File: src/rtl/mul_div_unit_pkg.sv
// Shared opcode constants and FSM state type for the iterative multiply/divide unit.
// Latency: n/a (declarations only).
// Backpressure: n/a (declarations only).
package muldiv_pkg;

    // Opcodes reuse the ALU 3-bit control encoding; divide codes extend it.
    localparam logic [2:0] MULDIV_OP_MUL  = 3'b101;
    localparam logic [2:0] MULDIV_OP_DIVU = 3'b011;
    localparam logic [2:0] MULDIV_OP_REMU = 3'b111;

    typedef enum logic [1:0] {
        ST_IDLE = 2'd0,
        ST_RUN  = 2'd1,
        ST_DONE = 2'd2
    } muldiv_state_t;

    function automatic logic op_supported(input logic [2:0] op);
        return (op == MULDIV_OP_MUL) || (op == MULDIV_OP_DIVU) || (op == MULDIV_OP_REMU);
    endfunction

endpackage

File: src/rtl/mul_div_unit_if.sv
// Request/result bundle between the EX stage and the multiply/divide unit.
// Latency: n/a (wiring only).
// Backpressure: none; the requester watches busy_o and done_o.
interface mul_div_unit_if #(
    parameter int WIDTH = 32
);
    logic             start_i;
    logic [2:0]       op_i;
    logic [WIDTH-1:0] data1_i;
    logic [WIDTH-1:0] data2_i;
    logic             flush_i;
    logic             busy_o;
    logic             done_o;
    logic [WIDTH-1:0] data_o;

    // Requester side (pipeline / testbench)
    modport master (
        output start_i, op_i, data1_i, data2_i, flush_i,
        input  busy_o, done_o, data_o
    );

    // Unit side
    modport slave (
        input  start_i, op_i, data1_i, data2_i, flush_i,
        output busy_o, done_o, data_o
    );
endinterface

File: src/rtl/mul_div_unit_step.sv
// One iteration of shift-add multiply or restoring divide on a 2*WIDTH accumulator.
// Latency: purely combinational.
// Backpressure: none.
module muldiv_step #(
    parameter int WIDTH = 32
) (
    input  logic               i_is_mul,
    input  logic [2*WIDTH-1:0] i_acc,
    input  logic [WIDTH-1:0]   i_opnd,
    output logic [2*WIDTH-1:0] o_acc,
    output logic               o_qbit
);
    // MUL: acc = {upper, multiplier remaining}; the add keeps its carry so the
    // right shift never loses a product bit.
    logic [WIDTH:0]   w_addend;
    logic [WIDTH:0]   w_sum;
    // DIV: acc = {remainder, dividend bits still to shift in / quotient bits}.
    // The compare is WIDTH+1 bits wide so the shifted-out remainder MSB counts.
    logic [WIDTH:0]   w_shift;
    logic [WIDTH-1:0] w_diff;
    logic             w_ge;

    assign w_addend = i_acc[0] ? {1'b0, i_opnd} : '0;
    assign w_sum    = {1'b0, i_acc[2*WIDTH-1:WIDTH]} + w_addend;
    assign w_shift  = {i_acc[2*WIDTH-1:WIDTH], i_acc[WIDTH-1]};
    assign w_ge     = (w_shift >= {1'b0, i_opnd});
    // When w_ge holds the true difference is below the divisor, so WIDTH bits suffice.
    assign w_diff   = w_shift[WIDTH-1:0] - i_opnd;

    // Select the multiply or divide iteration result.
    always_comb begin
        o_acc  = '0;
        o_qbit = 1'b0;
        if (i_is_mul) begin
            o_acc = {w_sum, i_acc[WIDTH-1:1]};
        end else begin
            o_acc  = {(w_ge ? w_diff : w_shift[WIDTH-1:0]), i_acc[WIDTH-2:0], w_ge};
            o_qbit = w_ge;
        end
    end

endmodule

File: src/rtl/mul_div_unit.sv
// Iterative MUL/DIVU/REMU unit beside the ALU; one shift-add or restoring-subtract step per cycle.
// Latency: WIDTH+1 cycles start-to-done (1 cycle for unsupported ops, and for zero operands when MULDIV_EARLY_OUT_EN is defined).
// Backpressure: busy_o holds the pipeline; start_i is only accepted in IDLE/DONE, flush_i aborts.
module mul_div_unit #(
    parameter int WIDTH = 32
) (
    input logic             clk_i,
    input logic             rst_i,
    mul_div_unit_if.slave   bus
);
    import muldiv_pkg::*;

    localparam int              CNT_W    = (WIDTH > 1) ? $clog2(WIDTH) : 1;
    localparam logic [CNT_W-1:0] CNT_LAST = CNT_W'(WIDTH - 1);

    muldiv_state_t      r_state;
    muldiv_state_t      w_state_nxt;
    logic [CNT_W-1:0]   r_cnt;
    logic [2*WIDTH-1:0] r_acc;
    logic [WIDTH-1:0]   r_opnd;
    logic [2:0]         r_op;
    logic               r_busy;
    logic               r_done;
    logic [WIDTH-1:0]   r_data;

    logic               w_supported;
    logic               w_early;
    logic               w_direct;
    logic               w_accept;
    logic               w_last;
    logic               w_finish;
    logic               w_busy_nxt;
    logic               w_done_nxt;
    logic [WIDTH-1:0]   w_direct_res;
    logic [2*WIDTH-1:0] w_step_acc;
    logic               w_step_qbit;
    logic [WIDTH-1:0]   w_step_res;

    assign w_supported = op_supported(bus.op_i);

`ifdef MULDIV_EARLY_OUT_EN
    // Zero operands have a known answer, so skip the iteration entirely.
    assign w_early = ((bus.op_i == MULDIV_OP_MUL) && ((bus.data1_i == '0) || (bus.data2_i == '0)))
                  || (((bus.op_i == MULDIV_OP_DIVU) || (bus.op_i == MULDIV_OP_REMU)) && (bus.data2_i == '0));
`else
    assign w_early = 1'b0;
`endif

    // Direct ops complete at the accept edge without entering RUN.
    assign w_direct = !w_supported || w_early;
    // Flush wins over a start offered in DONE.
    assign w_accept = bus.start_i && ((r_state == ST_IDLE) || ((r_state == ST_DONE) && !bus.flush_i));
    assign w_last   = (r_cnt == CNT_LAST);

    // State register.
    always_ff @(posedge clk_i or negedge rst_i) begin
        if (!rst_i) r_state <= ST_IDLE;
        else        r_state <= w_state_nxt;
    end

    // Next-state decode.
    always_comb begin
        w_state_nxt = r_state;
        unique case (r_state)
            ST_IDLE: begin
                if (w_accept) w_state_nxt = w_direct ? ST_DONE : ST_RUN;
            end
            ST_RUN: begin
                if (bus.flush_i)  w_state_nxt = ST_IDLE;
                else if (w_last)  w_state_nxt = ST_DONE;
            end
            ST_DONE: begin
                if (w_accept) w_state_nxt = w_direct ? ST_DONE : ST_RUN;
                else          w_state_nxt = ST_IDLE;
            end
            default: w_state_nxt = ST_IDLE;
        endcase
    end

    // Next values of the registered outputs; a flush on the final step eats the done pulse.
    always_comb begin
        w_finish   = (r_state == ST_RUN) && !bus.flush_i && w_last;
        w_busy_nxt = (w_state_nxt == ST_RUN);
        w_done_nxt = w_finish || (w_accept && w_direct);
    end

    // Result for ops that skip the iteration: zero for MUL/unsupported, divide-by-zero values otherwise.
    always_comb begin
        w_direct_res = '0;
        if (w_supported) begin
            if (bus.op_i == MULDIV_OP_DIVU)      w_direct_res = '1;
            else if (bus.op_i == MULDIV_OP_REMU) w_direct_res = bus.data1_i;
        end
    end

    muldiv_step #(.WIDTH(WIDTH)) u_step (
        .i_is_mul (r_op == MULDIV_OP_MUL),
        .i_acc    (r_acc),
        .i_opnd   (r_opnd),
        .o_acc    (w_step_acc),
        .o_qbit   (w_step_qbit)
    );

    // Pick the product, quotient or remainder out of the final step.
    always_comb begin
        w_step_res = w_step_acc[WIDTH-1:0];
        if (r_op == MULDIV_OP_REMU)      w_step_res = w_step_acc[2*WIDTH-1:WIDTH];
        else if (r_op == MULDIV_OP_DIVU) w_step_res = {w_step_acc[WIDTH-1:1], w_step_qbit};
    end

    // Operand capture, iteration counter, accumulator and result registers.
    always_ff @(posedge clk_i or negedge rst_i) begin
        if (!rst_i) begin
            r_cnt  <= '0;
            r_acc  <= '0;
            r_opnd <= '0;
            r_op   <= '0;
            r_busy <= 1'b0;
            r_done <= 1'b0;
            r_data <= '0;
        end else begin
            r_busy <= w_busy_nxt;
            r_done <= w_done_nxt;
            if (w_accept) begin
                r_op  <= bus.op_i;
                r_cnt <= '0;
                if (bus.op_i == MULDIV_OP_MUL) begin
                    r_acc  <= {{WIDTH{1'b0}}, bus.data2_i};
                    r_opnd <= bus.data1_i;
                end else begin
                    r_acc  <= {{WIDTH{1'b0}}, bus.data1_i};
                    r_opnd <= bus.data2_i;
                end
                if (w_direct) r_data <= w_direct_res;
            end else if (r_state == ST_RUN) begin
                r_cnt <= r_cnt + CNT_W'(1);
                r_acc <= w_step_acc;
                if (w_finish) r_data <= w_step_res;
            end
        end
    end

    assign bus.busy_o = r_busy;
    assign bus.done_o = r_done;
    assign bus.data_o = r_data;

endmodule

File: src/flat_wrapper.sv
// flat-port wrapper written by rule: the top's interface ports become plain ports
module mul_div_unit_flat import muldiv_pkg::*;
#(
    parameter int WIDTH = 32
)
  (clk_i, rst_i, bus_start_i, bus_op_i, bus_data1_i, bus_data2_i, bus_flush_i, bus_busy_o, bus_done_o, bus_data_o);
  mul_div_unit_if #(.WIDTH(WIDTH)) bus_i ();
  input logic clk_i;
  input logic rst_i;
  input wire logic [$bits(bus_i.start_i)-1:0] bus_start_i;
  input wire logic [$bits(bus_i.op_i)-1:0] bus_op_i;
  input wire logic [$bits(bus_i.data1_i)-1:0] bus_data1_i;
  input wire logic [$bits(bus_i.data2_i)-1:0] bus_data2_i;
  input wire logic [$bits(bus_i.flush_i)-1:0] bus_flush_i;
  output wire logic [$bits(bus_i.busy_o)-1:0] bus_busy_o;
  output wire logic [$bits(bus_i.done_o)-1:0] bus_done_o;
  output wire logic [$bits(bus_i.data_o)-1:0] bus_data_o;
  assign bus_i.start_i = bus_start_i;
  assign bus_i.op_i = bus_op_i;
  assign bus_i.data1_i = bus_data1_i;
  assign bus_i.data2_i = bus_data2_i;
  assign bus_i.flush_i = bus_flush_i;
  assign bus_busy_o = bus_i.busy_o;
  assign bus_done_o = bus_i.done_o;
  assign bus_data_o = bus_i.data_o;
  mul_div_unit #(.WIDTH(WIDTH)) u_core (.clk_i(clk_i), .rst_i(rst_i), .bus(bus_i));
endmodule
File: config.mk
export PLATFORM = sky130hd
export DESIGN_NAME = mul_div_unit_flat
export DESIGN_NICKNAME = d
export VERILOG_FILES = /design/src/rtl/mul_div_unit_pkg.sv /design/src/rtl/mul_div_unit_if.sv /design/src/rtl/mul_div_unit_step.sv /design/src/rtl/mul_div_unit.sv /design/src/flat_wrapper.sv
export SDC_FILE = /design/constraint.sdc
export NUM_CORES = 1
export LEC_CHECK = 0
export BUFFER_PORTS_ARGS = -buffer_cell sky130_fd_sc_hd__buf_2
export CELL_PAD_IN_SITES_DETAIL_PLACEMENT = 1
export CELL_PAD_IN_SITES_GLOBAL_PLACEMENT = 1
export CORE_ASPECT_RATIO = 1.5
export CORE_MARGIN = 5
export CORE_UTILIZATION = 52
export CTS_BUF_LIST = sky130_fd_sc_hd__clkbuf_8
export DETAILED_ROUTE_END_ITERATION = 12
export PLACE_DENSITY = 0.87
export REMOVE_ABC_BUFFERS = 1
export SLEW_MARGIN = 20
export SYNTH_ARGS = -nofsm -noshare
export SYNTH_HDL_FRONTEND = slang
export SYNTH_HIERARCHICAL = 1
export SYNTH_SLANG_ARGS = --single-unit
File: constraint.sdc
create_clock -name clk_i -period 6.7 [get_ports clk_i]
set_input_delay 0.335 -clock clk_i [delete_from_list [all_inputs] [get_ports clk_i]]
set_output_delay 0.335 -clock clk_i [all_outputs]
set_load 0.1 [all_outputs]
==> impl_metrics.csv <==
group,metric,value,unit
outcome,status,"finished clean",
synth,synth-edff-count,0,
placed_design,gp_congestion,0.924,
timing,worstMarginPinSlew,1060,ps
drt,ant_nets,0,
synth,avgSynthCellArea,9.12,um^2
floorplan,start_util,52.3,%
synth,ys_ff_latch,140,
cts,clk_pin_slew_worst_paths,80,ps
power_and_ir_drop,leakage,5.98,nW
setup_path,r2r.worst_path.cells,13,
power_and_ir_drop,ir_worst_vdd,161,uV
synth,synth_cell_types,79,
global_route,grt_pass1_wl,59000,um
timing,period_minus_slack,4260,ps
synth,async_flop_share,100,%
timing,max_slew_margin,29.0,%
timing,hold_violations,0,
floorplan,dieHeight,193,um
global_route,antenna_found_initial,0,
power_and_ir_drop,cellPowerDensity,268,mW/mm^2
placed_design,dp_cells,1583,
synth,yosys.area.top_type,"dfrtp_1",
cts,numCtsBuffers,17,
final_layout,syn_to_final_growth,8.55,%
cts,cts.sinks,140,
setup_path,cp.required,7010,ps
synth,yosysSeqAreaShare,30.2,%
setup_path,crit-reg2reg-launch,"u_core/r_acc[39]",
placed_design,port_buffers,104,
cts,cts-hold-fix-buffers,1,
drt,route.met2.wl,19500,um
timing,fin_crit_sh,63.6,%
global_route,grt_pass1_vias,11400,
drt,vias,10500,
floorplan,die-width,132,um
timing,skew,12.3,ps
cts,clk_path_buf_depth,2,
drt,met1Wirelength,14200,um
setup_path,crit_arrival,4570,ps
cts,clockRootBuffer,"clkbuf_8",
drt,highest_layer,"met4",
final_layout,fill_cells,2584,
setup_path,path_max_fanout,32,
cts,clk_latency,480,ps
final_layout,antennaDiodeCount,0,
global_route,grt_max_degree,72,
cts,htree_levels,4,
setup_path,startpoint_type,"flip-flop",
global_route,grt_use_total,28.5,%
floorplan,die_area,0.0255,mm^2
final_layout,final_nets,1466,
final_layout,final_cell_mix,"nand2_1 (151), dfrtp_1 (139), a21oi_1 (119), buf_2 (103), nor2_1 (82)",
placed_design,hpwl,26000,um
drt,drc,0,
floorplan,io_pins,105,
global_route,grt-ovfl-total,0,
timing,fmax,235,MHz
timing,setup_viol,0,
final_layout,stdcell_count,1615,
drt,drt-initial-drc-count,665,
floorplan,core,0.0222,mm^2
drt,drt-vias-per-instance,6.47,
setup_path,setup.worst_path.start,"u_core/r_acc[39]",
synth,yosys_warnings,6,
synth,netlist_area,0.0116,mm^2
cts,cts_setup_buffers,0,
final_layout,drive_gt1_share,22.2,%
drt,wl_per_cell,22.7,um
synth,ys_top_cells_by_area,"dfrtp_1 (30%), ha_1 (7.1%), mux2_4 (6.5%)",
cts,tritoncts,"done",
run,drv_cap,0,
cts,cts_resized,0,
synth,synth_top_area_share,30.2,%
worst_hold_path,holdCritPathClass,"input port to flip-flop",
setup_path,r2r_slack,2440,ps
drt,route.met3.wl,1180,um
timing,finalMaxSlewViolations,0,
timing,fin_setup_tns,0,ps
final_layout,final_common_cell,"nand2_1",
floorplan,num_rows,67,
timing,rsz0062_at_grt,"no",
synth,ys.flop_type,"dfrtp_1",
synth,syn_inst,1274,
setup_path,cp-endpoint,"u_core/bus.data_o[8]",
setup_path,worst_setup_path_end_kind,"flip-flop",
drt,wl,36600,um
setup_path,critPathKind,"flip-flop to flip-flop",
setup_path,timing.rr.end,"u_core/bus.data_o[8]",
drt,drtPass1Iterations,5,
power_and_ir_drop,total_power,3.38,mW
-- flip-flops by register name (all words and copies together) (netlist names) --
signal,flops
u_core/r_acc,64
u_core/r_cnt,5
u_core/bus.done_o,1
u_core/r_opnd,32
u_core/bus.busy_o,1
u_core/r_op,3
u_core/bus.data_o,32
u_core/r_state,2
-- kinds of logic after synthesis --
| logic type | count (synthesis) | synth area share [%] |
|---|---|---|
| xor+xnor | 55 | 4.15 |
| flops | 140 | 30.2 |
| mux | 135 | 14.3 |
| buf+inv | 123 | 5.22 |
| compound gates | 402 | 24.6 |
| fa+ha+maj | 68 | 7.45 |
| simple gates | 351 | 14.2 |
-- cells in the mapped netlist (15+ instances only) --
| cell type | count |
|---|---|
| a211oi_1 | 20 |
| a21o_1 | 25 |
| a21oi_1 | 119 |
| a22o_1 | 34 |
| a311oi_1 | 18 |
| a311oi_2 | 16 |
| and2_1 | 36 |
| buf_2 | 30 |
| clkbuf_1 | 36 |
| dfrtp_1 | 140 |
| ha_1 | 66 |
| inv_1 | 41 |
| mux2_2 | 49 |
| mux2_4 | 50 |
| mux2i_1 | 36 |
| nand2_1 | 151 |
| nor2_1 | 83 |
| o21ai_0 | 37 |
| o21ai_1 | 15 |
| o22ai_1 | 33 |
| xnor2_1 | 21 |
| xor2_1 | 34 |
-- worst min path at each step --
stage | start | slack [ps] | cells past startpoint | to
2_1_floorplan | rst_i | 40 | 0 | u_core/bus.busy_o
3_3_place_gp | rst_i | 410 | 1 | u_core/r_acc[10]
3_5_place_dp | rst_i | 420 | 1 | u_core/r_acc[10]
4_1_cts | bus_data1_i[2] | 90 | 3 | u_core/r_acc[2]
5_1_grt | bus_data2_i[30] | 110 | 3 | u_core/r_acc[30]
6_report | bus_data1_i[2] | 120 | 3 | u_core/r_acc[2]
-- power by group --
part           internal, mW  switching (mW)  total, mW
combinational         0.616           0.850       1.47
sequential            0.965           0.156       1.12
clock                 0.437           0.359      0.796
total                  2.02            1.36       3.38
-- routing by layer --
layer / GRT usage [%] / vias up
li1: - / 4777
met1: 31.8 / 5274
met2: 52.9 / 279
met3: 3.50 / 121
met4: 14.7 / 0
met5: 0 / -
-- through the flow --
step	hold WS, ps	utilization [%]	worst slack (ps)	instance area, um^2
5_1_grt	114	56.8	2210	12600
4_1_cts	88.0	56.8	2410	12600
6_report	124	56.8	2440	12600
2_1_floorplan	39.4	-	1440	11200
3_3_place_gp	407	54.8	2570	12200
3_5_place_dp	419	54.8	2460	12200
-- layout make-up --
type / instances / area (um^2) / share of cell area [%]
flip-flops and latches: 140 / 3500 / 27.8
clock buffers: 17 / 234 / 1.86
repair buffers: 116 / 619 / 4.91
clock inverters: 14 / 204 / 1.62
inverters: 41 / 154 / 1.22
multi-input cells: 1011 / 7550 / 59.9
well taps: 276 / 345 / 2.74
-- worst max-delay path, stage by stage (launching register included) --
cell and delay (ps):
dfrtp_1 430, ha_1 480, a21o_1 220, a31o_1 200, a21o_1 200, a41oi_4 250
o2111ai_1 200, nand2_1 760, buf_4 480, nor2_1 90, a211oi_1 360, a21oi_1 120
mux2i_1 180, o22ai_1 100
Power figures use the tool's default switching activity.
